[src/rtl/regfile_write_arbiter.sv]
// Register-file write-port arbiter: pipeline writeback has priority, slow results are
// buffered in a small FIFO and written in idle slots. Also tracks pending slow destinations.
module regfile_write_arbiter #(
    parameter int unsigned DEPTH  = 2,
    parameter int unsigned STARVE = 8
) (
    input  logic        clock,
    input  logic        reset,
    input  logic        wb_we,
    input  logic [4:0]  wb_addr,
    input  logic [31:0] wb_data,
    input  logic        lr_issue,
    input  logic [4:0]  lr_addr,
    input  logic        sr_valid,
    output logic        sr_ready,
    input  logic [4:0]  sr_addr,
    input  logic [31:0] sr_data,
    input  logic [4:0]  rs_addr,
    input  logic [4:0]  rt_addr,
    output logic        stall,
    output logic        wb_hold,
    output logic        rf_we,
    output logic [4:0]  rf_addr,
    output logic [31:0] rf_data,
    output logic        err
);

    localparam int unsigned PtrW  = (DEPTH > 1) ? $clog2(DEPTH) : 1;
    localparam int unsigned CntW  = PtrW + 1;
    localparam int unsigned WaitW = $clog2(STARVE + 1);
    localparam logic [CntW-1:0]  DepthC   = CntW'(DEPTH);
    localparam logic [WaitW-1:0] WaitLimC = WaitW'(STARVE - 1);

    logic [4:0]  fifo_addr [DEPTH];
    logic [31:0] fifo_data [DEPTH];

    logic [PtrW-1:0]  rd_ptr_q, rd_ptr_d;
    logic [PtrW-1:0]  wr_ptr_q, wr_ptr_d;
    logic [CntW-1:0]  count_q, count_d;
    logic [WaitW-1:0] wait_q, wait_d;
    logic             hold_q, hold_d;
    logic [31:0]      pending_q, pending_d;
    logic             err_q, err_d;
    logic             rf_we_q, rf_we_d;
    logic [4:0]       rf_addr_q, rf_addr_d;
    logic [31:0]      rf_data_q, rf_data_d;

    logic        fifo_empty;
    logic        accept;
    logic        pop;
    logic        bypass;
    logic        enq;
    logic        win_valid;
    logic [4:0]  win_addr;
    logic [31:0] win_data;

    assign fifo_empty = (count_q == '0);
    // Ready is forced low while reset is held, independent of the cleared count.
    assign sr_ready   = reset & (count_q < DepthC);
    assign accept     = sr_valid & sr_ready;
    assign pop        = ~wb_we & ~fifo_empty;
    assign bypass     = ~wb_we & fifo_empty & accept;
    assign enq        = accept & ~bypass;

    always_comb begin
        win_valid = 1'b0;
        win_addr  = '0;
        win_data  = '0;
        if (wb_we) begin
            win_valid = 1'b1;
            win_addr  = wb_addr;
            win_data  = wb_data;
        end else if (pop) begin
            win_valid = 1'b1;
            win_addr  = fifo_addr[rd_ptr_q];
            win_data  = fifo_data[rd_ptr_q];
        end else if (bypass) begin
            win_valid = 1'b1;
            win_addr  = sr_addr;
            win_data  = sr_data;
        end
    end

    always_comb begin
        rd_ptr_d = rd_ptr_q;
        wr_ptr_d = wr_ptr_q;
        count_d  = count_q;
        if (pop) begin
            rd_ptr_d = rd_ptr_q + PtrW'(1);
        end
        if (enq) begin
            wr_ptr_d = wr_ptr_q + PtrW'(1);
        end
        unique case ({enq, pop})
            2'b10:   count_d = count_q + CntW'(1);
            2'b01:   count_d = count_q - CntW'(1);
            default: count_d = count_q;
        endcase
    end

    always_comb begin
        rf_we_d   = win_valid & (win_addr != 5'd0);
        rf_addr_d = rf_addr_q;
        rf_data_d = rf_data_q;
        if (win_valid) begin
            rf_addr_d = win_addr;
            rf_data_d = win_data;
        end
    end

    // Clear on commit first so a same-cycle reservation of the same register wins.
    always_comb begin
        pending_d = pending_q;
        if (rf_we_q) begin
            pending_d[rf_addr_q] = 1'b0;
        end
        if (lr_issue && (lr_addr != 5'd0)) begin
            pending_d[lr_addr] = 1'b1;
        end
        pending_d[0] = 1'b0;
    end

    assign err_d = err_q | (wb_we & (wb_addr != 5'd0) & pending_q[wb_addr]);

    always_comb begin
        wait_d = wait_q;
        hold_d = hold_q;
        if (fifo_empty || pop) begin
            wait_d = '0;
        end else if (wait_q != WaitLimC) begin
            wait_d = wait_q + WaitW'(1);
        end
        if (pop) begin
            hold_d = 1'b0;
        end else if (!fifo_empty && (wait_q == WaitLimC)) begin
            hold_d = 1'b1;
        end
    end

    assign stall = ((rs_addr != 5'd0) & pending_q[rs_addr]) |
                   ((rt_addr != 5'd0) & pending_q[rt_addr]) |
                   (lr_issue & (lr_addr != 5'd0) & pending_q[lr_addr]);

    always_ff @(posedge clock) begin
        if (enq) begin
            fifo_addr[wr_ptr_q] <= sr_addr;
            fifo_data[wr_ptr_q] <= sr_data;
        end
    end

    always_ff @(posedge clock or negedge reset) begin
        if (!reset) begin
            rd_ptr_q  <= '0;
            wr_ptr_q  <= '0;
            count_q   <= '0;
            wait_q    <= '0;
            hold_q    <= 1'b0;
            pending_q <= '0;
            err_q     <= 1'b0;
            rf_we_q   <= 1'b0;
            rf_addr_q <= '0;
            rf_data_q <= '0;
        end else begin
            rd_ptr_q  <= rd_ptr_d;
            wr_ptr_q  <= wr_ptr_d;
            count_q   <= count_d;
            wait_q    <= wait_d;
            hold_q    <= hold_d;
            pending_q <= pending_d;
            err_q     <= err_d;
            rf_we_q   <= rf_we_d;
            rf_addr_q <= rf_addr_d;
            rf_data_q <= rf_data_d;
        end
    end

    assign wb_hold = hold_q;
    assign rf_we   = rf_we_q;
    assign rf_addr = rf_addr_q;
    assign rf_data = rf_data_q;
    assign err     = err_q;

endmodule
[config.mk]
export PLATFORM = sky130hd
export DESIGN_NAME = regfile_write_arbiter
export DESIGN_NICKNAME = d
export VERILOG_FILES = /design/src/rtl/regfile_write_arbiter.sv
export SDC_FILE = /design/constraint.sdc
export NUM_CORES = 1
export LEC_CHECK = 0
export BUFFER_PORTS_ARGS = -buffer_cell sky130_fd_sc_hd__clkbuf_2
export CAP_MARGIN = 20
export CORE_MARGIN = 1.5
export CORE_UTILIZATION = 56
export DETAILED_ROUTE_END_ITERATION = 8
export MAX_ROUTING_LAYER = met4
export PLACE_DENSITY = 0.8
export SLEW_MARGIN = 15
export SYNTH_ARGS = -nofsm -noshare
export SYNTH_HDL_FRONTEND = slang
export SYNTH_SLANG_ARGS = --single-unit
[constraint.sdc]
create_clock -name clock -period 4.4 [get_ports clock]
set_input_delay 1.32 -clock clock [delete_from_list [all_inputs] [get_ports clock]]
set_output_delay 1.32 -clock clock [all_outputs]
set_load 0.01 [all_outputs]
### After elaboration in Yosys (flattened, before gate mapping)

Memory sizes are Yosys's and may differ from the RTL's.
Index checks and enable logic that the tools add are counted.

* add/subtract/negate cells: 5
* reduce and logical (&&, ||, !) cells: 15
* multiplexer cells: 30
* order comparisons: 8
* equal/unequal tests: 4
* bitwise gates (word level): 22

Operator list (number)
* 2-to-1 mux 32 bit: 5
* AND 32 bit: 1
* inverter 32 bit: 1
* OR 32 bit: 1
* < comparator 5 x 6 -> 1 bit (second input constant): 5
* nonzero test 5 bit: 5
* binary-select mux 1 bit (select 5 bit): 4
* 2-to-1 mux 5 bit: 3
* AND 1 bit: 13
* 2-to-1 mux 1 bit: 13
* demux 1 bit (select 5 bit): 2
* greater-or-equal comparator 5 x 1 -> 1 bit (second input constant): 2
* 2-to-1 mux 4 bit: 2
* nonzero test 2 bit: 3
* adder 4 x 1 -> 4 bit (second input constant): 1
* == test 4 x 3 -> 1 bit (second input constant): 1
* logical AND 1 bit: 4
* inequality test 4 x 3 -> 1 bit (second input constant): 1
* one-hot mux 2 bit (2 select lines): 1
* inverter 1 bit: 3
* OR 1 bit: 3
* adder 1 bit (second input constant): 2
* adder 2 x 1 -> 2 bit (second input constant): 1
* == test 2 x 1 -> 1 bit (second input constant): 1
* other kinds (6): 6

* input bits: 94
* memory bits (writable): 74
* output and inout bits: 42
* memories kept: 2
* logic and storage cells: 96
* flip-flop bits (word level): 79

Memory list
* fifo_data: words 2, bits a word 32, rd ports 1, clocked after Yosys merged registers in 0, write ports 1, line 35 `logic [31:0] fifo_data [DEPTH];`
* fifo_addr: words 2, bits a word 5, rd ports 1, clocked after Yosys merged registers in 0, write ports 1, line 34 `logic [4:0] fifo_addr [DEPTH];`

### Depth between registers and ports, before layout

Gate-level depths: netlist of run 1.

* depth after elaboration: 9
* depth in mapped cells: 8
* gate-level depth less buffers: 7

### Least setup slack after synthesis of run 1

Ideal clock, no wire load.

* kind: input port to output port
* start: in rt_addr[0]
* end: out stall
* required time: 3.080 ns
* stages on the path: 6
* slack: 0.231 ns
* path buffers: 1
* data arrival time: 2.849 ns
* path through: clkbuf_1 > mux4_2 > mux2i_1 > o311ai_0 > nor4_1 > o2111ai_1

* longest elaborated chain between the ends: 5
* elaborated cells on any way between the ends: 6
* those cells by class: mux: 2; bitwise: 3; reduce/logical: 1

RTL lines
* from (decl): line 19 `input logic [4:0] rt_addr,`
* binary-select mux 1 bit (select 5 bit): line 141 `((rt_addr != 5'd0) & pending_q[rt_addr]) |`
* 2-to-1 mux 1 bit (implied by the code): line 141
* AND 1 bit (*): line 141
* OR 1 bit (*): line 140 `assign stall = ((rs_addr != 5'd0) & pending_q[rs_addr]) |`
* OR 1 bit (*): line 141
* to (decl): line 20 `output logic stall,`

Every way passes the cells marked *; elsewhere a longest branch is shown, timed or not. The select of a mux whose other input is x is not followed.

### Worst setup path after layout of run 1

* start: in lr_addr[4]
* end: out stall

* longest elaborated chain between the ends: 4
* elaborated cells on any way between the ends: 6
* those cells by class: mux: 2; bitwise: 3; reduce/logical: 1

RTL lines
* from (decl): line 13 `input logic [4:0] lr_addr,`
* binary-select mux 1 bit (select 5 bit) / nonzero test 5 bit (equally long branches): line 142 `(lr_issue & (lr_addr != 5'd0) & pending_q[lr_addr]);`
* 2-to-1 mux 1 bit (implied by the code) / AND 1 bit (equally long branches): line 142
* AND 1 bit (*): line 142
* OR 1 bit (*): line 141

Marks and branches as above.

==> out/results.ini, run 1 <==
[synth]
syn_nets = 684
synth_mux_area_share_pct = 15.8
synth-compound-area-share_pct = 14.6
synth_top_family_by_area = multiplexers
synthXorXnorAreaFrac_pct = 0.712
synthCells = 588
synth-seq-cells = 153
synth_top_cell_by_area = edfxtp_1
post-synth-top-count-cell = o21ai_0
synth_top_area_share_pct = 30.1
synthArstFlopShare_pct = 51.6
synthSimpleGateAreaFrac_pct = 8.96
synth_area_leaders = edfxtp_1 30%, dfrtp_1 27%, o21ai_0 6.6%
yosysWarningCount = 0
yosys-top-cells-count = 98 x o21ai_0, 79 x dfrtp_1, 74 x edfxtp_1
ys.flop_type = dfrtp_1
synthesis.area_mm2 = 0.00738
synthAdderAreaFrac_pct = 0.339
yosysUniqueCellTypes = 50
synth_edf_count = 74
yosysSeqAreaShare_pct = 56.9
avgSynthCellArea_um2 = 12.5

[setup_path]
critPathBufInv = 2
cp_data_arrival_time_ns = 2.97
critPathSlowestCell = or3b_2
crit_family = simple AND/OR/NAND/NOR gates
path_cells = clkbuf_2 -> or3b_2 -> o22ai_1 -> o31ai_1 -> and4_1 -> o2111ai_1 -> clkbuf_2
start_kind = primary input
setup.worst_path.class = primary input to output pin
end_kind = output pin
cp_common_cell = clkbuf_2
worstPathRequired_ns = 3.08
crit_path_max_incr_delay_ns = 0.54
crit_fanout = 13

[sta]
layout_min_cycle_time_ns = 4.29
fin_ws_ns = 0.107
setup_viol = 0
finalClockSkew_ns = 0.00543
setup_tns_ns = 0
relSlewSlack_pct = 27.3
min_period_over_period_pct = 97.6
fmax_mhz = 233
slew_violations = 0
tightest_slew_ns = 1.09
rsz0062_at_grt = no
finalHoldViolCount = 0

[routing]
drt_iter0_drc = 621
vias = 5653
vias_per_cell = 6.28
routed_wl_um = 19900
dr.pass1.iters = 5
wl_per_cell_um = 22.1
antenna_left = 0
drc = 0

[cts]
post_cts_buffers = 0
h-tree-depth = 4
cts.sinks = 153
cts_resized = 0
hold_buffers = 0
cts_tree = done
path_clk_slew_ns = 0.06
cts_buffer_depth = 2
insertion_delay_ns = 0.42
ctsRootBufferMaster = clkbuf_16
cts_made_buffers = 17

[run_status]
status = finished, final reports clean

[finish]
syn_to_final_growth_pct = 20.8
final_core_util_pct = 70.0
final_nets = 811
layout-drive-gt1-share_pct = 31.3
diodes = 0
layoutNonFillerInstCount = 900

[placed_design]
dp_cells = 867
globalplace.congestion = 0.951
pre_cts_ws_ns = 0.146
dp_hpwl_um = 13200
portBuffers = 135

[global_routing]
use_met1_pct = 37.9
top_usage_layer = met2
globalRouteMet3Util_pct = 8.62
grt_pass1_wl_um = 31600
antenna_found_initial = 0
use_met2_pct = 48.8
grt_util_all_layers_pct = 30.7
grt_max_degree = 80
grt_pass1_vias = 5699
grt_overflow_total = 0

[floorplan]
initial_core_util_pct = 58.0
ios = 136
fp.dieArea_mm2 = 0.0139
rows = 41
die_width_um = 118
die_h_um = 118
fp.coreArea_mm2 = 0.0127

[power_and_ir_drop]
power_density_mw_per_mm2 = 611
peakVddDrop_mv = 0.474
p_leak_uw = 0.00357

[min_path]
hp-class = flop to flop

[flow_run]
maxCapViolCount = 0

## final timing paths
| kind | slack (ns) | cells after the start | endpoint | startpoint |
|---|---|---|---|---|
| worst max-delay path | 0.11 | 7 | stall | lr_addr[4] |
| worst min-delay path | 0.48 | 2 | rf_data[24] | rf_data[24] |
| worst max register to register | 1.40 | 4 | fifo_data[0][9] | count_q[0] |
| worst min register to register | 0.48 | 2 | rf_data[24] | rf_data[24] |
| max in group asynchronous | 2.83 | 3 | pending_q[5] | reset |
| min in group asynchronous | 0.97 | 2 | count_q[1] | reset |
## routing by layer
layer / vias up / wire [um]
met5: - / 0
met4: 0 / 531
met3: 41 / 1500
met2: 240 / 9990
met1: 2834 / 7860
li1: 2538 / -
## worst min-delay path, delay by kind of cell (launching register included)
kind               cells  cell delay (ns)
DFF                    1             0.34
AOI/OAI and AO/OA      1             0.06
and+or+nand+nor        1             0.04
## registers in the layout, summed over array words and instances, names as in the netlist
register	flops
rd_ptr_q	1
pending_q	31
fifo_data	64
fifo_addr	10
count_q	2
wr_ptr_q	1
rf_addr	5
err	1
rf_we	1
wb_hold	1
wait_q	4
rf_data	32
## cell families (layout without fill, tap and decap cells)
| group | count (synthesis) | in the layout |
|---|---|---|
| AO/OA/AOI/OAI | 182 | 182 |
| XOR/XNOR | 6 | 6 |
| adder cells (fa/ha/maj) | 2 | 2 |
| buffers and inverters | 47 | 187 |
| flip-flops | 153 | 153 |
| multiplexers | 78 | 78 |
| AND/OR/NAND/NOR | 120 | 120 |
## area by class of cell
| cell class | count | area (um^2) |
|---|---|---|
| multi-input combinational | 388 | 3010 |
| inverter | 6 | 22.5 |
| sequential | 153 | 4200 |
| tap | 172 | 215 |
| clock buffer | 23 | 458 |
| timing repair buffer | 149 | 828 |
| clock inverter | 9 | 170 |
| fill | 972 | 3810 |
## through the flow
step | power [uW] | instance area [um^2] | hold WS [ns]
after global placement | 3790 | 8250 | 0.461
after CTS | 5420 | 8880 | 0.491
after floorplan | 3200 | 7380 | 0.468
after global routing | 5690 | 8910 | 0.511
after detailed placement | 3850 | 8250 | 0.479
final | 5450 | 8910 | 0.483
## cells in the final DEF, fill, tap and decap left out, types with 18 or more instances in the layout
cell type,Yosys,layout
mux2i_1,29,29
nor2b_1,18,18
a21oi_1,28,28
a221oi_1,21,21
clkbuf_2,0,134
nand2_1,25,25
mux2_2,22,22
edfxtp_1,74,74
mux4_2,21,21
nor2_1,31,29
dfrtp_1,79,78
o21ai_0,98,98
## report_power, final
group          leakage, uW  internal [uW]  switching [uW]  total (uW)
registers          0.00160           1860             560        2420
logic              0.00166            742             727        1470
clock network     0.000300           1020             539        1560
total              0.00357           3620            1830        5450
No activity file was read; power rests on OpenSTA's default activity.
==> inputs of run 2 (changes only) <==
- CORE_UTILIZATION: 56 -> 60
- PLACE_DENSITY: 0.8 -> 0.85
- clock period: 4.4 -> 5.3 ns (I/O delays scaled with it)
==> run 2 against run 1 <==
Non-clock buffer count shrank 5; count of clock-buffer cells in the layout shrank 4; sequential power shrank 17%; cell area shrank 1.7%; clock power shrank 25%; combinational power shrank 18%; via count grew 2.2%; flip-flop and latch count is the same; core utilization grew 2.9 points; global-route usage grew 1.2 points; final cell count shrank 3.2%; critical endpoint unchanged.
==> out/results.ini, run 2 (same netlist as run 1, synthesis figures left out) <==
[setup_path]
cp_data_arrival_time_ns = 3.23  ; was 2.97 ns
setup.worst_path.class = primary input to output pin  ; unchanged
worstPathRequired_ns = 3.71  ; was 3.08 ns
crit_fanout = 14  ; was 13
start_kind = primary input  ; unchanged
end_kind = output pin  ; unchanged

[sta]
tightest_slew_ns = 1.10  ; was 1.09 ns
finalClockSkew_ns = 0.00448  ; was 0.00543 ns
setup_tns_ns = 0  ; unchanged
relSlewSlack_pct = 26.5  ; was 27.3%
slew_violations = 0  ; unchanged
fmax_mhz = 207
rsz0062_at_grt = no  ; unchanged
min_period_over_period_pct = 91.0
fin_ws_ns = 0.477  ; was 0.107 ns
setup_viol = 0  ; unchanged
finalHoldViolCount = 0  ; unchanged
layout_min_cycle_time_ns = 4.82
whs_ns = 0.482  ; was 0.483 ns

[finish]
final_nets = 806  ; was 811
mostFrequentLayoutCells = 134 x clkbuf_2, 98 x o21ai_0, 78 x dfrtp_1  ; unchanged
multi_input_area_mm2 = 0.00301  ; unchanged
nFillCells = 799  ; was 972
largest_reg_flops = 64  ; unchanged
final_core_util_pct = 72.9  ; was 70.0%
layout-drive-gt1-share_pct = 31.5  ; was 31.3%
syn_to_final_growth_pct = 18.7  ; was 20.8%
max_flop_register = fifo_data  ; unchanged
layout_commonest_cell = clkbuf_2  ; unchanged
seqCellArea_mm2 = 0.00420  ; unchanged

[routing]
wl_per_cell_um = 22.2  ; was 22.1 um
drt_iter0_drc = 655  ; was 621
routed_wl_um = 19400  ; was 19900 um
vias_per_cell = 6.63  ; was 6.28
vias = 5779  ; was 5653
antenna_left = 0  ; unchanged
dr.pass1.iters = 7  ; was 5
drc = 0  ; unchanged

[power_and_ir_drop]
p_leak_uw = 0.00352  ; was 0.00357 uW
peakVddDrop_mv = 0.344  ; was 0.474 mV
power_density_mw_per_mm2 = 501  ; was 611 mW/mm^2
report.power.total_uw = 4390  ; was 5450 uW

[floorplan]
die_width_um = 114  ; was 118 um
fp.coreArea_mm2 = 0.0120  ; was 0.0127 mm^2
die_h_um = 114  ; was 118 um
fp.dieArea_mm2 = 0.0130  ; was 0.0139 mm^2
ios = 136  ; unchanged
initial_core_util_pct = 61.4  ; was 58.0%
rows = 40  ; was 41

[cts]
cts_tree = done  ; unchanged
cts_resized = 0  ; unchanged
cts_buffer_depth = 2  ; unchanged
insertion_delay_ns = 0.42  ; about the same
h-tree-depth = 4  ; unchanged
cts_made_buffers = 17  ; unchanged
ctsRootBufferMaster = clkbuf_16  ; unchanged
post_cts_buffers = 0  ; unchanged
hold_buffers = 0  ; unchanged
cts.sinks = 153  ; unchanged
path_clk_slew_ns = 0.06  ; about the same

[placed_design]
globalplace.congestion = 0.982  ; was 0.951
portBuffers = 135  ; unchanged
pre_cts_ws_ns = 0.479  ; was 0.146 ns
dp_hpwl_um = 12800  ; was 13200 um

[global_routing]
grt_overflow_total = 0  ; unchanged
use_met2_pct = 50.2  ; was 48.8%
antenna_found_initial = 1  ; was 0
grt_max_degree = 80  ; unchanged
grt_pass1_vias = 5800  ; was 5699
use_met1_pct = 39.0  ; was 37.9%
grt_pass1_wl_um = 30100  ; was 31600 um
globalRouteMet3Util_pct = 7.92  ; was 8.62%
grt_util_all_layers_pct = 32.0  ; was 30.7%
top_usage_layer = met2  ; unchanged

[flow_run]
maxCapViolCount = 0  ; unchanged

[run_status]
status = finished, final reports clean  ; unchanged

[min_path]
hp-class = flop to flop  ; unchanged

[run 2: cell count changes in the layout (fill, tap and decap cells not counted), moves of 2 or more]
cell	delta
inv_6	+2
buf_4	-3
clkinv_2	+5
bufinv_16	-3
buf_12	-2
clkbuf_1	-4
[run 2: path summary, 6_finish.rpt]
kind / end / slack, ns / depth (start not counted) / from
min in group asynchronous: err / 1.20 / 2 / reset
min reg2reg: rf_data[13] / 0.48 / 2 / rf_data[13]
max: stall / 0.48 / 7 / lr_addr[2]
min: rf_data[13] / 0.48 / 2 / rf_data[13]
max reg2reg: fifo_data[0][25] / 2.05 / 4 / count_q[0]
max in group asynchronous: rd_ptr_q / 3.48 / 3 / reset
[run 2: critical path, cell delays in order]
cell and delay [ns]:
clkbuf_2 0.20, or3b_2 0.57, o22ai_1 0.19, o31ai_1 0.10, and4_1 0.21, o2111ai_1 0.20
clkbuf_2 0.16
[run 2: layout make-up]
type | instances | area share, %
Clock inverter | 13 | 1.44
Inverter | 6 | 0.257
Tap cell | 147 | 2.10
Timing Repair Buffer | 144 | 8.74
Antenna cell | 1 | 0.0286
Sequential cell | 153 | 48.0
Multi-Input combinational cell | 388 | 34.4
Clock buffer | 19 | 5.06
[run 2: power breakdown]
part	switching [uW]	internal [uW]	total, uW
clock	472	701	1170
sequential	455	1550	2000
combinational	603	608	1210
[run 2: metal layers]
metal / up-vias / share of wire, %
met5: - / 0
met4: 0 / 4.2
met3: 77 / 9.1
met2: 377 / 48
met1: 2796 / 38
li1: 2529 / -
[run 2: stage by stage]
stage                     cell area, um^2  instances
final                                8760        871
after floorplan                      7380        588
after detailed placement             8160        837
after CTS                            8730        869
after global placement               8150        836
after global routing                 8760        871
==> inputs of run 3 (changes only) <==
- BUFFER_PORTS_ARGS: -buffer_cell sky130_fd_sc_hd__clkbuf_2 -> unset
- DONT_BUFFER_PORTS: unset -> 1
- PLACE_DENSITY: 0.85 -> 0.76
==> run 3 against run 2 <==
First-iteration DRC count shrank 24%; critical path depth down 2; critical endpoint unchanged; global-route usage is 1.9 points lower; combinational power is 20% lower; final cell count is 16% lower.
==> out/results.ini, run 3 (same netlist as run 1, synthesis figures left out) <==
[finish]
nFillCells = 873  ; was 799
layout_commonest_cell = o21ai_0  ; was clkbuf_2
mostFrequentLayoutCells = 98 x o21ai_0, 78 x dfrtp_1, 74 x edfxtp_1  ; was 134 x clkbuf_2, 98 x o21ai_0, 78 x dfrtp_1
syn_to_final_growth_pct = 8.94  ; was 18.7%
max_flop_register = fifo_data  ; unchanged
final_nets = 667  ; was 806
layout-drive-gt1-share_pct = 14.7  ; was 31.5%
largest_reg_flops = 64  ; unchanged
final_core_util_pct = 66.9  ; was 72.9%

[cts]
post_cts_buffers = 0  ; unchanged
cts_resized = 0  ; unchanged
ctsRootBufferMaster = clkbuf_16  ; unchanged
h-tree-depth = 4  ; unchanged
insertion_delay_ns = 0.42  ; about the same
cts.sinks = 153  ; unchanged
cts_made_buffers = 17  ; unchanged
hold_buffers = 0  ; unchanged
cts_buffer_depth = 2  ; unchanged
path_clk_slew_ns = 0.06  ; about the same
cts_tree = done  ; unchanged

[sta]
finalHoldViolCount = 0  ; unchanged
rsz0062_at_grt = no  ; unchanged
fmax_mhz = 220  ; was 207 MHz
slew_violations = 0  ; unchanged
finalClockSkew_ns = 0.00868  ; was 0.00448 ns
layout_min_cycle_time_ns = 4.54  ; was 4.82 ns
relSlewSlack_pct = 26.7  ; was 26.5%
setup_tns_ns = 0  ; unchanged
tightest_slew_ns = 1.10  ; about the same
setup_viol = 0  ; unchanged
min_period_over_period_pct = 85.7  ; was 91.0%

[placed_design]
globalplace.congestion = 0.947  ; was 0.982
dp_hpwl_um = 11900  ; was 12800 um
portBuffers = 0  ; was 135

[routing]
vias_per_cell = 7.06  ; was 6.63
drc = 0  ; unchanged
vias = 5174  ; was 5779
wl_per_cell_um = 25.0  ; was 22.2 um
drt_iter0_drc = 499  ; was 655
dr.pass1.iters = 5  ; was 7
routed_wl_um = 18300  ; was 19400 um
antenna_left = 0  ; unchanged

[setup_path]
end_kind = output pin  ; unchanged
crit_fanout = 14  ; unchanged
setup.worst_path.class = primary input to output pin  ; unchanged
critPathSlowestCell = or3b_2  ; unchanged
start_kind = primary input  ; unchanged
cp_data_arrival_time_ns = 2.95  ; was 3.23 ns
worstPathRequired_ns = 3.71  ; about the same
path_cells = or3b_2 -> o22ai_1 -> o31ai_1 -> and4_1 -> o2111ai_1  ; was clkbuf_2 -> or3b_2 -> o22ai_1 -> o31ai_1 -> and4_1 -> o2111ai_1 -> clkbuf_2
crit_path_max_incr_delay_ns = 0.53  ; was 0.57 ns

[run_status]
status = finished, final reports clean  ; unchanged

[power_and_ir_drop]
power_density_mw_per_mm2 = 523  ; was 501 mW/mm^2
p_leak_uw = 0.00293  ; was 0.00352 uW
peakVddDrop_mv = 0.293  ; was 0.344 mV

[floorplan]
die_width_um = 114  ; unchanged
fp.dieArea_mm2 = 0.0130  ; unchanged
rows = 40  ; unchanged
initial_core_util_pct = 61.4  ; unchanged
fp.coreArea_mm2 = 0.0120  ; unchanged
die_h_um = 114  ; unchanged
ios = 136  ; unchanged

[global_routing]
grt_max_degree = 82  ; was 80
antenna_found_initial = 1  ; unchanged
grt_pass1_wl_um = 28200  ; was 30100 um
grt_pass1_vias = 5116  ; was 5800
grt_overflow_total = 0  ; unchanged
grt_util_all_layers_pct = 30.1  ; was 32.0%

[min_path]
hp-class = flop to flop  ; unchanged

[flow_run]
maxCapViolCount = 0  ; unchanged

[run 3: critical path, delay by kind of cell]
family,cells,cell delay [ns]
and+or+nand+nor,2,0.74
AOI/OAI and AO/OA,3,0.63
[run 3: metrics by stage]
stage               cells  hold WS, ns  area (um^2)  setup WS [ns]  power, uW
detailed placement    699        0.539         7460          0.755       3020
global placement      698        0.519         7450          0.775       2980
CTS                   731        0.551         8030          0.750       4190
finish                733        0.546         8040          0.758       4210
global route          732        0.571         8030          0.688       4390
floorplan             588        0.468         7380          0.591       2650
[run 3: cell type report]
class	count	area, um^2	area share [%]
inverter	6	22.5	0.280
clock inverter	8	97.6	1.21
clock buffer	24	472	5.87
timing repair buffer	5	41.3	0.514
tap	147	184	2.29
multi-input combinational	388	3010	37.5
antenna	2	5.00	0.0623
sequential	153	4200	52.3
[run 3: power by group]
part	leakage (uW)	total, uW	switching [uW]	internal [uW]
clock	0.000282	1170	457	716
combinational	0.00105	972	450	521
sequential	0.00160	2060	515	1550
total	0.00293	4210	1420	2780
[run 3: worst paths after layout]
path,startpoint,cells after the start,slack [ns],endpoint
max,lr_addr[2],5,0.76,stall
min in group asynchronous,reset,0,0.86,rf_data[28]
min reg2reg,rf_data[24],2,0.55,rf_data[24]
min,rf_data[24],2,0.55,rf_data[24]
max reg2reg,count_q[0],4,2.03,fifo_data[1][7]
max in group asynchronous,reset,0,4.30,pending_q[3]
[run 3: per-layer routing]
layer / global-route usage, % / up-vias / wire length [um] / share of wire, %
met1: 38.8 / 2617 / 7410 / 40
met5: - / - / 0 / 0
met2: 44.3 / 267 / 8730 / 48
met3: 9.94 / 43 / 1680 / 9.2
met4: 12.3 / 0 / 480 / 2.6
li1: - / 2247 / - / -
